`src/rtl/score_pkg.sv`:
```
// Shared types and the active-low 7-segment encoding for the score display.
package score_pkg;

  typedef logic [3:0] bcd_t;

  localparam logic [6:0] SEG_BLANK = 7'b1111111;

  // Index is the decimal digit; bit order {g,f,e,d,c,b,a}.
  localparam logic [6:0] SEG_TABLE [10] = '{
    7'b1000000, 7'b1111001, 7'b0100100, 7'b0110000, 7'b0011001,
    7'b0010010, 7'b0000010, 7'b1111000, 7'b0000000, 7'b0010000
  };

  function automatic logic [6:0] bcd_to_seg(input bcd_t d);
    if (d <= 4'd9) return SEG_TABLE[d];
    return SEG_BLANK;
  endfunction

endpackage

```
`src/rtl/score_display_counter_if.sv`:
```
// Strobe inputs from game control and display/status outputs of the score counter.
interface score_display_counter_if #(
  parameter int unsigned N_DIGITS  = 2,
  parameter int unsigned MAX_COUNT = 99
);
  localparam int unsigned CW = $clog2(MAX_COUNT + 1);

  logic                    inc;
  logic                    dec;
  logic                    clr;
  logic [CW-1:0]           count;
  logic [7*N_DIGITS-1:0]   seg;
  logic                    at_max;
  logic                    at_zero;

  modport master (output inc, dec, clr, input count, seg, at_max, at_zero);
  modport slave  (input inc, dec, clr, output count, seg, at_max, at_zero);

endinterface

```
`src/rtl/score_display_counter_bcd_digit.sv`:
```
// One BCD digit of the score: steps up/down with carry/borrow, or loads a constant.
module bcd_digit
  import score_pkg::*;
(
  input  logic clk_i,
  input  logic rst_ni,
  input  logic step_up_i,
  input  logic step_dn_i,
  input  logic load_i,
  input  bcd_t load_val_i,
  output bcd_t digit_o,
  output logic carry_o,
  output logic borrow_o
);

  bcd_t digit_q, digit_d;

  always_ff @(posedge clk_i or negedge rst_ni) begin
    if (!rst_ni) digit_q <= '0;
    else         digit_q <= digit_d;
  end

  always_comb begin
    digit_d = digit_q;
    if (load_i)         digit_d = load_val_i;
    else if (step_up_i) digit_d = (digit_q == 4'd9) ? 4'd0 : digit_q + 4'd1;
    else if (step_dn_i) digit_d = (digit_q == 4'd0) ? 4'd9 : digit_q - 4'd1;
  end

  assign digit_o  = digit_q;
  assign carry_o  = step_up_i && (digit_q == 4'd9);
  assign borrow_o = step_dn_i && (digit_q == 4'd0);

endmodule

```
`src/rtl/score_display_counter.sv`:
```
// Up/down decimal score counter with BCD digits, 7-seg drive, blanking and max blink.
module score_display_counter
  import score_pkg::*;
#(
  parameter int unsigned N_DIGITS  = 2,
  parameter int unsigned MAX_COUNT = 99,
  parameter int unsigned WRAP      = 0,
  parameter int unsigned LZ_BLANK  = 1,
  parameter int unsigned BLINK_DIV = 0
) (
  input  logic                    clk_i,
  input  logic                    rst_ni,
  score_display_counter_if.slave  bus
);

  localparam int unsigned CW = $clog2(MAX_COUNT + 1);
  localparam int unsigned BW = (BLINK_DIV > 1) ? $clog2(BLINK_DIV) : 1;
  localparam bit BLINK_EN = (WRAP == 0) && (BLINK_DIV > 0);

  // Elaboration-time BCD image of MAX_COUNT, used for the wrap-on-dec load.
  function automatic bcd_t max_digit(input int unsigned k);
    int unsigned v;
    v = MAX_COUNT;
    for (int unsigned i = 0; i < k; i++) v = v / 10;
    return bcd_t'(v % 10);
  endfunction

  logic [CW-1:0] count_q, count_d;
  logic [BW-1:0] blink_cnt_q, blink_cnt_d;
  logic          hidden_q, hidden_d;

  logic at_max, at_zero;
  logic step_up0, step_dn0, load, load_max;

  bcd_t                digit  [N_DIGITS];
  logic [N_DIGITS-1:0] carry, borrow, digit_nz, show;
  logic [7*N_DIGITS-1:0] seg_w;

  assign at_max  = (count_q == CW'(MAX_COUNT));
  assign at_zero = (count_q == '0);

  always_ff @(posedge clk_i or negedge rst_ni) begin
    if (!rst_ni) begin
      count_q     <= '0;
      blink_cnt_q <= '0;
      hidden_q    <= 1'b0;
    end else begin
      count_q     <= count_d;
      blink_cnt_q <= blink_cnt_d;
      hidden_q    <= hidden_d;
    end
  end

  always_comb begin
    count_d  = count_q;
    step_up0 = 1'b0;
    step_dn0 = 1'b0;
    load     = 1'b0;
    load_max = 1'b0;
    if (bus.clr) begin
      count_d = '0;
      load    = 1'b1;
    end else if (bus.inc ^ bus.dec) begin
      if (bus.inc) begin
        if (!at_max) begin
          count_d  = count_q + CW'(1);
          step_up0 = 1'b1;
        end else if (WRAP != 0) begin
          count_d = '0;
          load    = 1'b1;
        end
      end else begin
        if (!at_zero) begin
          count_d  = count_q - CW'(1);
          step_dn0 = 1'b1;
        end else if (WRAP != 0) begin
          count_d  = CW'(MAX_COUNT);
          load     = 1'b1;
          load_max = 1'b1;
        end
      end
    end
  end

  // Blink only advances while staying at max, so leaving max resets it on the same edge.
  always_comb begin
    blink_cnt_d = '0;
    hidden_d    = 1'b0;
    if (BLINK_EN && at_max && (count_d == CW'(MAX_COUNT))) begin
      if (blink_cnt_q == BW'(BLINK_DIV - 1)) begin
        blink_cnt_d = '0;
        hidden_d    = ~hidden_q;
      end else begin
        blink_cnt_d = blink_cnt_q + BW'(1);
        hidden_d    = hidden_q;
      end
    end
  end

  for (genvar k = 0; k < N_DIGITS; k++) begin : g_digit
    localparam bcd_t IMG = max_digit(k);

    bcd_digit u_digit (
      .clk_i      (clk_i),
      .rst_ni     (rst_ni),
      .step_up_i  ((k == 0) ? step_up0 : carry[(k == 0) ? 0 : k-1]),
      .step_dn_i  ((k == 0) ? step_dn0 : borrow[(k == 0) ? 0 : k-1]),
      .load_i     (load),
      .load_val_i (load_max ? IMG : bcd_t'(0)),
      .digit_o    (digit[k]),
      .carry_o    (carry[k]),
      .borrow_o   (borrow[k])
    );

    assign digit_nz[k] = (digit[k] != '0);
    assign show[k]     = (k == 0) || (LZ_BLANK == 0) || (|digit_nz[N_DIGITS-1:k]);
    assign seg_w[7*k +: 7] = (hidden_q || !show[k]) ? SEG_BLANK : bcd_to_seg(digit[k]);
  end

  // The top digit never carries or borrows because count stays within 0..MAX_COUNT.
  logic unused_top;
  assign unused_top = &{1'b0, carry[N_DIGITS-1], borrow[N_DIGITS-1]};

  assign bus.count   = count_q;
  assign bus.seg     = seg_w;
  assign bus.at_max  = at_max;
  assign bus.at_zero = at_zero;

endmodule

```
`src/flat_wrapper.sv`:
```
// flat-port wrapper written by rule: the top's interface ports become plain ports
module score_display_counter_flat import score_pkg::*;
#(
  parameter int unsigned N_DIGITS  = 2,
  parameter int unsigned MAX_COUNT = 99,
  parameter int unsigned WRAP      = 0,
  parameter int unsigned LZ_BLANK  = 1,
  parameter int unsigned BLINK_DIV = 0
)
  (clk_i, rst_ni, bus_inc, bus_dec, bus_clr, bus_count, bus_seg, bus_at_max, bus_at_zero);
  score_display_counter_if #(.N_DIGITS(N_DIGITS), .MAX_COUNT(MAX_COUNT)) bus_i ();
  input  logic clk_i;
  input  logic rst_ni;
  input wire logic [$bits(bus_i.inc)-1:0] bus_inc;
  input wire logic [$bits(bus_i.dec)-1:0] bus_dec;
  input wire logic [$bits(bus_i.clr)-1:0] bus_clr;
  output wire logic [$bits(bus_i.count)-1:0] bus_count;
  output wire logic [$bits(bus_i.seg)-1:0] bus_seg;
  output wire logic [$bits(bus_i.at_max)-1:0] bus_at_max;
  output wire logic [$bits(bus_i.at_zero)-1:0] bus_at_zero;
  assign bus_i.inc = bus_inc;
  assign bus_i.dec = bus_dec;
  assign bus_i.clr = bus_clr;
  assign bus_count = bus_i.count;
  assign bus_seg = bus_i.seg;
  assign bus_at_max = bus_i.at_max;
  assign bus_at_zero = bus_i.at_zero;
  score_display_counter #(.N_DIGITS(N_DIGITS), .MAX_COUNT(MAX_COUNT), .WRAP(WRAP), .LZ_BLANK(LZ_BLANK), .BLINK_DIV(BLINK_DIV)) u_core (.clk_i(clk_i), .rst_ni(rst_ni), .bus(bus_i));
endmodule
```
`config.mk`:
```
export PLATFORM = sky130hd
export DESIGN_NAME = score_display_counter_flat
export DESIGN_NICKNAME = d
export VERILOG_FILES = /design/src/rtl/score_pkg.sv /design/src/rtl/score_display_counter_if.sv /design/src/rtl/score_display_counter_bcd_digit.sv /design/src/rtl/score_display_counter.sv /design/src/flat_wrapper.sv
export SDC_FILE = /design/constraint.sdc
export NUM_CORES = 1
export LEC_CHECK = 0
export BUFFER_PORTS_ARGS = -buffer_cell sky130_fd_sc_hd__buf_2
export CAP_MARGIN = 0
export CORE_ASPECT_RATIO = 1.4
export CORE_MARGIN = 1
export CORE_UTILIZATION = 38
export CTS_BUF_LIST = sky130_fd_sc_hd__clkbuf_16
export DETAILED_ROUTE_END_ITERATION = 7
export PLACE_DENSITY = 0.58
export SLEW_MARGIN = 25
export SYNTH_ARGS = -nofsm -noshare
export SYNTH_HDL_FRONTEND = slang
export SYNTH_SLANG_ARGS = --single-unit
```
`constraint.sdc`:
```
create_clock -name clk_i -period 6.1 [get_ports clk_i]
set_input_delay 0.305 -clock clk_i [delete_from_list [all_inputs] [get_ports clk_i]]
set_output_delay 0.305 -clock clk_i [all_outputs]
set_load 0.02 [all_outputs]
```
==> out/qor.txt, run 1 <==
Met3 WL -> 93 um
Crit. End Element -> output port
Core box area -> 0.00399 mm2
All-Layer GR Usage -> 0.176
GP Congestion -> 0.783
Row cnt -> 27
Post-DP HPWL -> 2700 um
Share of cells above drive strength 1 -> 0.204
Power Density -> 590 mW/mm2
Max_slew headroom -> 0.633
Lkg Pwr -> 0.838 nW
Uppermost layer routed -> met4
Clk Latency, worst-skew pair -> 0.25 ns
Port Buffers -> 27
Hold Startpoint -> bus_clr
Asr flop ratio synth -> 1.00
Die X -> 56.7 um
CTS tree -> done
Worst setup path category -> reg2out
Fin Setup TNS -> 0 ns
Clock Sinks -> 15
Pre-CTS WS -> 3.93 ns
DRC -> 4
Metal-1 WL -> 1670 um
Failing checks -> DRC
Vias in the first global route -> 1,414
Syn Std Cell Area -> 0.00159 mm2
Clock Pin Slew Worst Setup and Hold Paths -> 0.05 ns
Tightest Pin Transition -> 0.546 ns
DRT Wirelength -> 3570 um
Status -> finished with violations
Vias per cell -> 5.75
Internal reg-to-reg setup slack -> 3.92 ns
DIE HEIGHT -> 78.6 um
Top_reg_cell synth -> dfrtp_1
Hold depth -> 2
Area contributors post-synth -> dfrtp_1, ha_1, a21oi_1, nor2_1, o21ai_0
CP startpoint -> u_core.g_digit[0].u_digit.digit_o[0]
Final Cycle Share -> 0.362
Syn_area_per_cell -> 8.16 um2
Max cap viols -> 0
Crit-path max FO -> 8
Post-synth top cells -> a21oi_1, nor2_1, dfrtp_1, ha_1, nand2_1
Sequential-to-total area share from yosys stat -> 0.236
Antenna cells -> 0
Layout overhead on the synthesized area -> 16.0%
Initial core utilization -> 0.399
RSZ-0062 raised after global routing -> false
Met2 wire length -> 1750 um
Post-synth EDFFs -> 0
Final setup violation count -> 0
Final ANT Viol Nets -> 0
Largest net degree at the start of global routing -> 24
Share of the synthesized area in the top cell type -> 0.236
HP Class -> in2reg
VDD IR-drop max -> 0.000288 V
Slew Limit Fails -> 0
Critical Path Most Common Cell -> nor2_1
Clock buffer depth -> 2
CTS Buf Count -> 3
Count leader, synth -> a21oi_1
Post-synth cell types -> 56
CTS root buf -> clkbuf_16
Design Power -> 1.09 mW
Final hold viol count -> 0
Hold_buf cts -> 1
Initial antenna violation count -> 0
# resized after CTS -> 0
Skew final -> 0.00135 ns
Placed cells -> 259
CP Cell Sequence -> inv_1, ha_1, nor2_1, nor2_1, nor2_1, a31oi_1, o21ai_0, buf_2
First drt pass iteration count -> 6
Worst EP required -> 5.79 ns
Synth area leader -> dfrtp_1
Routed len/inst -> 13.5 um
Global route overflow -> 0
Setup Fix Bufs, Post-CTS -> 0
Gate Count Post-Synth -> 195
Initial drt markers -> 78
Worst setup margin -> 3.89 ns
First-pass GRT wire length -> 6290 um
Yosys reg bits -> 15
Period minus WS final -> 2.21 ns
Final nets -> 243
DP Area -> 0.00176 mm2
Syn_nets -> 216
Max Fclk -> 453 MHz
R2R depth -> 7
Final-layout fill cell count -> 412
CP Launch Type -> register
Htree depth -> 1
Critical Path AT -> 1.90 ns
Die area -> 0.00445 mm2
FF-to-FF Start -> u_core.g_digit[0].u_digit.digit_o[0]
Worst path slowest cell -> dfrtp_1
Worst path max stage delay -> 0.46 ns
Top-Level Pins -> 28
Final instance area -> 0.00185 mm2
Finished Layout Cells -> 264
Yosys warning total -> 0
Routed vias -> 1,517
[power by group]
group | internal [mW] | total, mW | switching, mW
sequential | 0.139 | 0.233 | 0.0948
combinational | 0.296 | 0.725 | 0.429
clock | 0.0871 | 0.130 | 0.0429
[metrics by stage]
stage / util / hold WS (ns)
finish: 0.463 / 0.473
global route: 0.463 / 0.510
CTS: 0.463 / 0.480
detailed placement: 0.441 / 0.246
global placement: 0.441 / 0.245
floorplan: - / 0.00941
[worst paths after layout]
check	end
max in group asynchronous	u_core.g_digit[0].u_digit.digit_o[1]
setup reg to reg	u_core.g_digit[1].u_digit.digit_o[3]
hold / removal	u_core.bus.count[0]
min in group asynchronous	u_core.bus.count[0]
hold reg to reg	u_core.bus.count[1]
setup / recovery	bus_seg[3]
[state kept, by name, indices dropped and copies added, names as in the netlist]
signal and flops:
u_core.bus.count 7, u_core.g_digit.u_digit.digit_o 8
[cell type report]
class | instances | area, um2 | area share
multi-input combinational | 161 | 1140 | 0.620
sequential | 15 | 375 | 0.203
timing repair buffer | 28 | 145 | 0.0786
clock buffer | 3 | 75.1 | 0.0407
tap | 43 | 53.8 | 0.0292
inverter | 13 | 48.8 | 0.0264
clock inverter | 1 | 3.75 | 0.00203
[layout by cell type (no fill, tap or decap), types with 4 or more instances in the layout]
| cell | netlist | final |
|---|---|---|
| dfrtp_1 | 15 | 15 |
| buf_2 | 1 | 27 |
| o211ai_1 | 4 | 4 |
| ha_1 | 15 | 15 |
| nand2_1 | 14 | 14 |
| mux2i_1 | 4 | 4 |
| inv_1 | 12 | 13 |
| a31oi_1 | 5 | 5 |
| o21ai_0 | 11 | 11 |
| a211oi_1 | 4 | 4 |
| a21oi_1 | 20 | 20 |
| nor2_1 | 18 | 18 |
| nand3_1 | 5 | 5 |
| nand2b_1 | 4 | 4 |
[cells by family (layout without fill, tap and decap cells)]
| group | after synthesis | in the layout | share of synthesized area |
|---|---|---|---|
| buffers and inverters | 19 | 45 | 0.0456 |
| muxes | 4 | 4 | 0.0252 |
| adders and majority gates | 16 | 16 | 0.131 |
| DFF | 15 | 15 | 0.236 |
| AOI/OAI and AO/OA | 70 | 70 | 0.301 |
| and+or+nand+nor | 67 | 67 | 0.240 |
| xor gates and xnor gates | 4 | 4 | 0.0220 |
[metal layers]
layer  track usage  up-vias
met5             0        -
met4        0.0650        0
met3        0.0247        5
met2         0.308       25
met1         0.215      717
li1              -      770
[worst max-delay path: cells and delay by family (launching register included)]
kind            cells  cell delay (ns)
fa+ha+maj           1             0.25
compound gates      2             0.30
buf+inv             2             0.33
flops               1             0.46
simple gates        3             0.31
(Power assumes the default switching activity.)
==> inputs of run 2 (changes only) <==
--- a/config.mk
+++ b/config.mk
@@ -5,6 +5,7 @@
 export SDC_FILE = /design/constraint.sdc
 export NUM_CORES = 1
 export LEC_CHECK = 0
+export ABC_AREA = 1
 export BUFFER_PORTS_ARGS = -buffer_cell sky130_fd_sc_hd__buf_2
 export CAP_MARGIN = 0
 export CORE_ASPECT_RATIO = 1.4
==> constraint.sdc (replaced) <==
create_clock -name clk_i -period 2.2 [get_ports clk_i]
set_input_delay 0.11 -clock clk_i [delete_from_list [all_inputs] [get_ports clk_i]]
set_output_delay 0.11 -clock clk_i [all_outputs]
set_load 0.02 [all_outputs]
==> run 2 against run 1 <==
The run still ends with DRC left. Synthesized cell count rose by 27%. Global-route usage increased by 1.5 points. Clock power increased to 2.6 times the previous value. Combinational power is 97% higher. Worst setup slack worse by 3.6 ns. Flip-flop and latch count did not move. Sequential power rose by 120%. Final area rose by 1.6%. First-iteration DRC count shrank 24%. Clock-buffer cell count did not move. Register-to-register slack got worse by 3.6 ns. Utilization is 0.72 points higher.
==> out/qor.txt, run 2 <==
Clk Latency, worst-skew pair -> 0.24 ns
Post-synth top cells -> nand2_1, inv_1, nand3_1, nor2_1, o21ai_0
Multi-input logic area -> 0.00110 mm2
Yosys reg bits -> 15
Commonest non-fill, non-tap cells in the layout -> nand2_1, inv_1, buf_2
Status -> finished with violations
Final instance area -> 0.00187 mm2
Most common cell after layout, fill and taps aside -> nand2_1
DP Area -> 0.00178 mm2
CP top delay family -> flip-flops
Sw Ratio -> 0.514
Initial antenna violation count -> 0
Post-synth cell types -> 32
Crit-path max FO -> 7
DRT Wirelength -> 3840 um
Htree depth -> 1
Max Fclk -> 527 MHz
Asr flop ratio synth -> 1.00
Tightest Pin Transition -> 0.415 ns
Final nets -> 299
Flip-flop count of the largest register after layout -> 8
Skew final -> 0.00282 ns
Vias per cell -> 5.03
Syn Std Cell Area -> 0.00160 mm2
First-pass GRT wire length -> 6800 um
Share of the synthesized area in the top cell type -> 0.234
Internal reg-to-reg setup slack -> 0.37 ns
Initial drt markers -> 59
Port Buffers -> 27
CP Launch Type -> register
Yosys warning total -> 0
Syn_area_per_cell -> 6.48 um2
Row cnt -> 27
CTS tree -> done
DRC -> 6
Initial core utilization -> 0.402
Clk pwr share -> 0.149
Lkg Pwr -> 1.02 nW
Critical Path Most Common Cell -> inv_1
Worst path slowest cell -> dfrtp_1
Routed vias -> 1,609
Seq. cell area -> 375 um2
CTS root buf -> clkbuf_16
Max cap viols -> 0
Post-synth EDFFs -> 0
Worst path bufs/invs -> 3
Die area -> 0.00448 mm2
Core box area -> 0.00399 mm2
P_int -> 1.11 mW
Worst EP required -> 2.09 ns
Top_reg_cell synth -> dfrtp_1
Failing checks -> DRC
Worst setup path category -> reg2out
Top-Level Pins -> 28
Sw Pwr -> 1.17 mW
Clock Sinks -> 15
Die X -> 56.9 um
Layout overhead on the synthesized area -> 17.0%
Global route overflow -> 0
Routed len/inst -> 12.0 um
VDD IR-drop max -> 0.000665 V
Area contributors post-synth -> dfrtp_1, nand2_1, ha_1, inv_1, nand3_1
Gate power share -> 0.628
Crit. End Element -> output port
Max_slew headroom -> 0.721
Slew Limit Fails -> 0
Power Density -> 1210 mW/mm2
Clock buffer depth -> 2
CP Cell Sequence -> inv_1, ha_1, inv_1, nor2_1, a21oi_2, o211ai_1, buf_2
Clock Pin Slew Worst Setup and Hold Paths -> 0.04 ns
Seq pwr share -> 0.223
Share of cells above drive strength 1 -> 0.162
Critical Path AT -> 1.79 ns
Final hold viol count -> 0
Period minus WS final -> 1.90 ns
Final Cycle Share -> 0.863
HP Class -> in2reg
Final ANT Viol Nets -> 0
GP Congestion -> 0.828
Sequential-to-total area share from yosys stat -> 0.234
Vias in the first global route -> 1,552
Antenna cells -> 0
Largest net degree at the start of global routing -> 16
Syn_nets -> 268
All-Layer GR Usage -> 0.191
Fin Setup TNS -> 0 ns
Post-DP HPWL -> 3040 um
CTS Buf Count -> 3
Worst path max stage delay -> 0.47 ns
Gate Count Post-Synth -> 247
First drt pass iteration count -> 6
RSZ-0062 raised after global routing -> false
Final setup violation count -> 0
Final-layout fill cell count -> 462
Count leader, synth -> nand2_1
DIE HEIGHT -> 78.8 um
Synth area leader -> dfrtp_1
[run 2: path summary, 6_finish.rpt]
path | start | to | depth (start not counted)
max in group asynchronous | rst_ni | u_core.g_digit[1].u_digit.digit_o[2] | 2
min in group asynchronous | rst_ni | u_core.bus.count[3] | 2
worst min-delay path | bus_clr | u_core.g_digit[1].u_digit.digit_o[2] | 4
worst max-delay path | u_core.g_digit[1].u_digit.digit_o[1] | bus_seg[11] | 7
worst min register to register | u_core.bus.count[3] | u_core.bus.count[3] | 2
worst max register to register | u_core.g_digit[0].u_digit.digit_o[1] | u_core.g_digit[1].u_digit.digit_o[3] | 8
[run 2: per-stage QoR]
step	cells	setup slack, ns	utilization	power, mW	hold slack (ns)
floorplan	247	0.457	-	1.54	-0.186
global placement	315	0.420	0.447	1.94	0.0367
detailed placement	315	0.385	0.447	1.93	0.0445
CTS	320	0.147	0.469	2.29	0.271
global route	320	0.124	0.470	2.51	0.303
finish	320	0.302	0.470	2.28	0.279
[run 2: logic make-up after synthesis]
logic type               synth area share
AO/OA/AOI/OAI                       0.127
XOR/XNOR                           0.0328
adder cells (fa/ha/maj)             0.130
buffers and inverters              0.0805
flip-flops                          0.234
AND/OR/NAND/NOR                     0.396
[run 2: cell type report]
cell class	instances	area share
Tap cell	43	0.0287
Multi-Input combinational cell	200	0.587
Inverter	28	0.0561
Sequential cell	15	0.200
Clock buffer	3	0.0401
Clock inverter	1	0.00200
Timing Repair Buffer	30	0.0854
[run 2: repair_timing]
| item | in CTS | in global routing |
|---|---|---|
| hold buffers | 1 | 0 |
| endpoints found under the setup margin | 0 | 1 |
| resized for setup | 0 | 1 |
| buffers inserted | 0 | 0 |
| hold endpoints to repair | 15 | 0 |
[run 2: power by group through the flow]
stage / clock [mW] / sequential (mW) / combinational [mW]
5_1_grt: 0.362 / 0.527 / 1.62
3_3_place_gp: 0 / 0.510 / 1.43
4_1_cts: 0.349 / 0.506 / 1.44
2_1_floorplan: 0 / 0.505 / 1.04
3_5_place_dp: 0 / 0.508 / 1.43
6_report: 0.340 / 0.507 / 1.43
[run 2: worst min-delay path, stage by stage]
cell     delay [ns]
buf_2          0.18
a21oi_2        0.08
nand2_1        0.06
nand2_1        0.04
[run 2: layer usage]
metal  vias up  global-route usage  wire length [um]
li1        868                   -                 -
met1       712               0.235              1810
met2        27               0.346              1910
met3         2              0.0179                97
met4         0              0.0634                31
met5         -                   0                 0
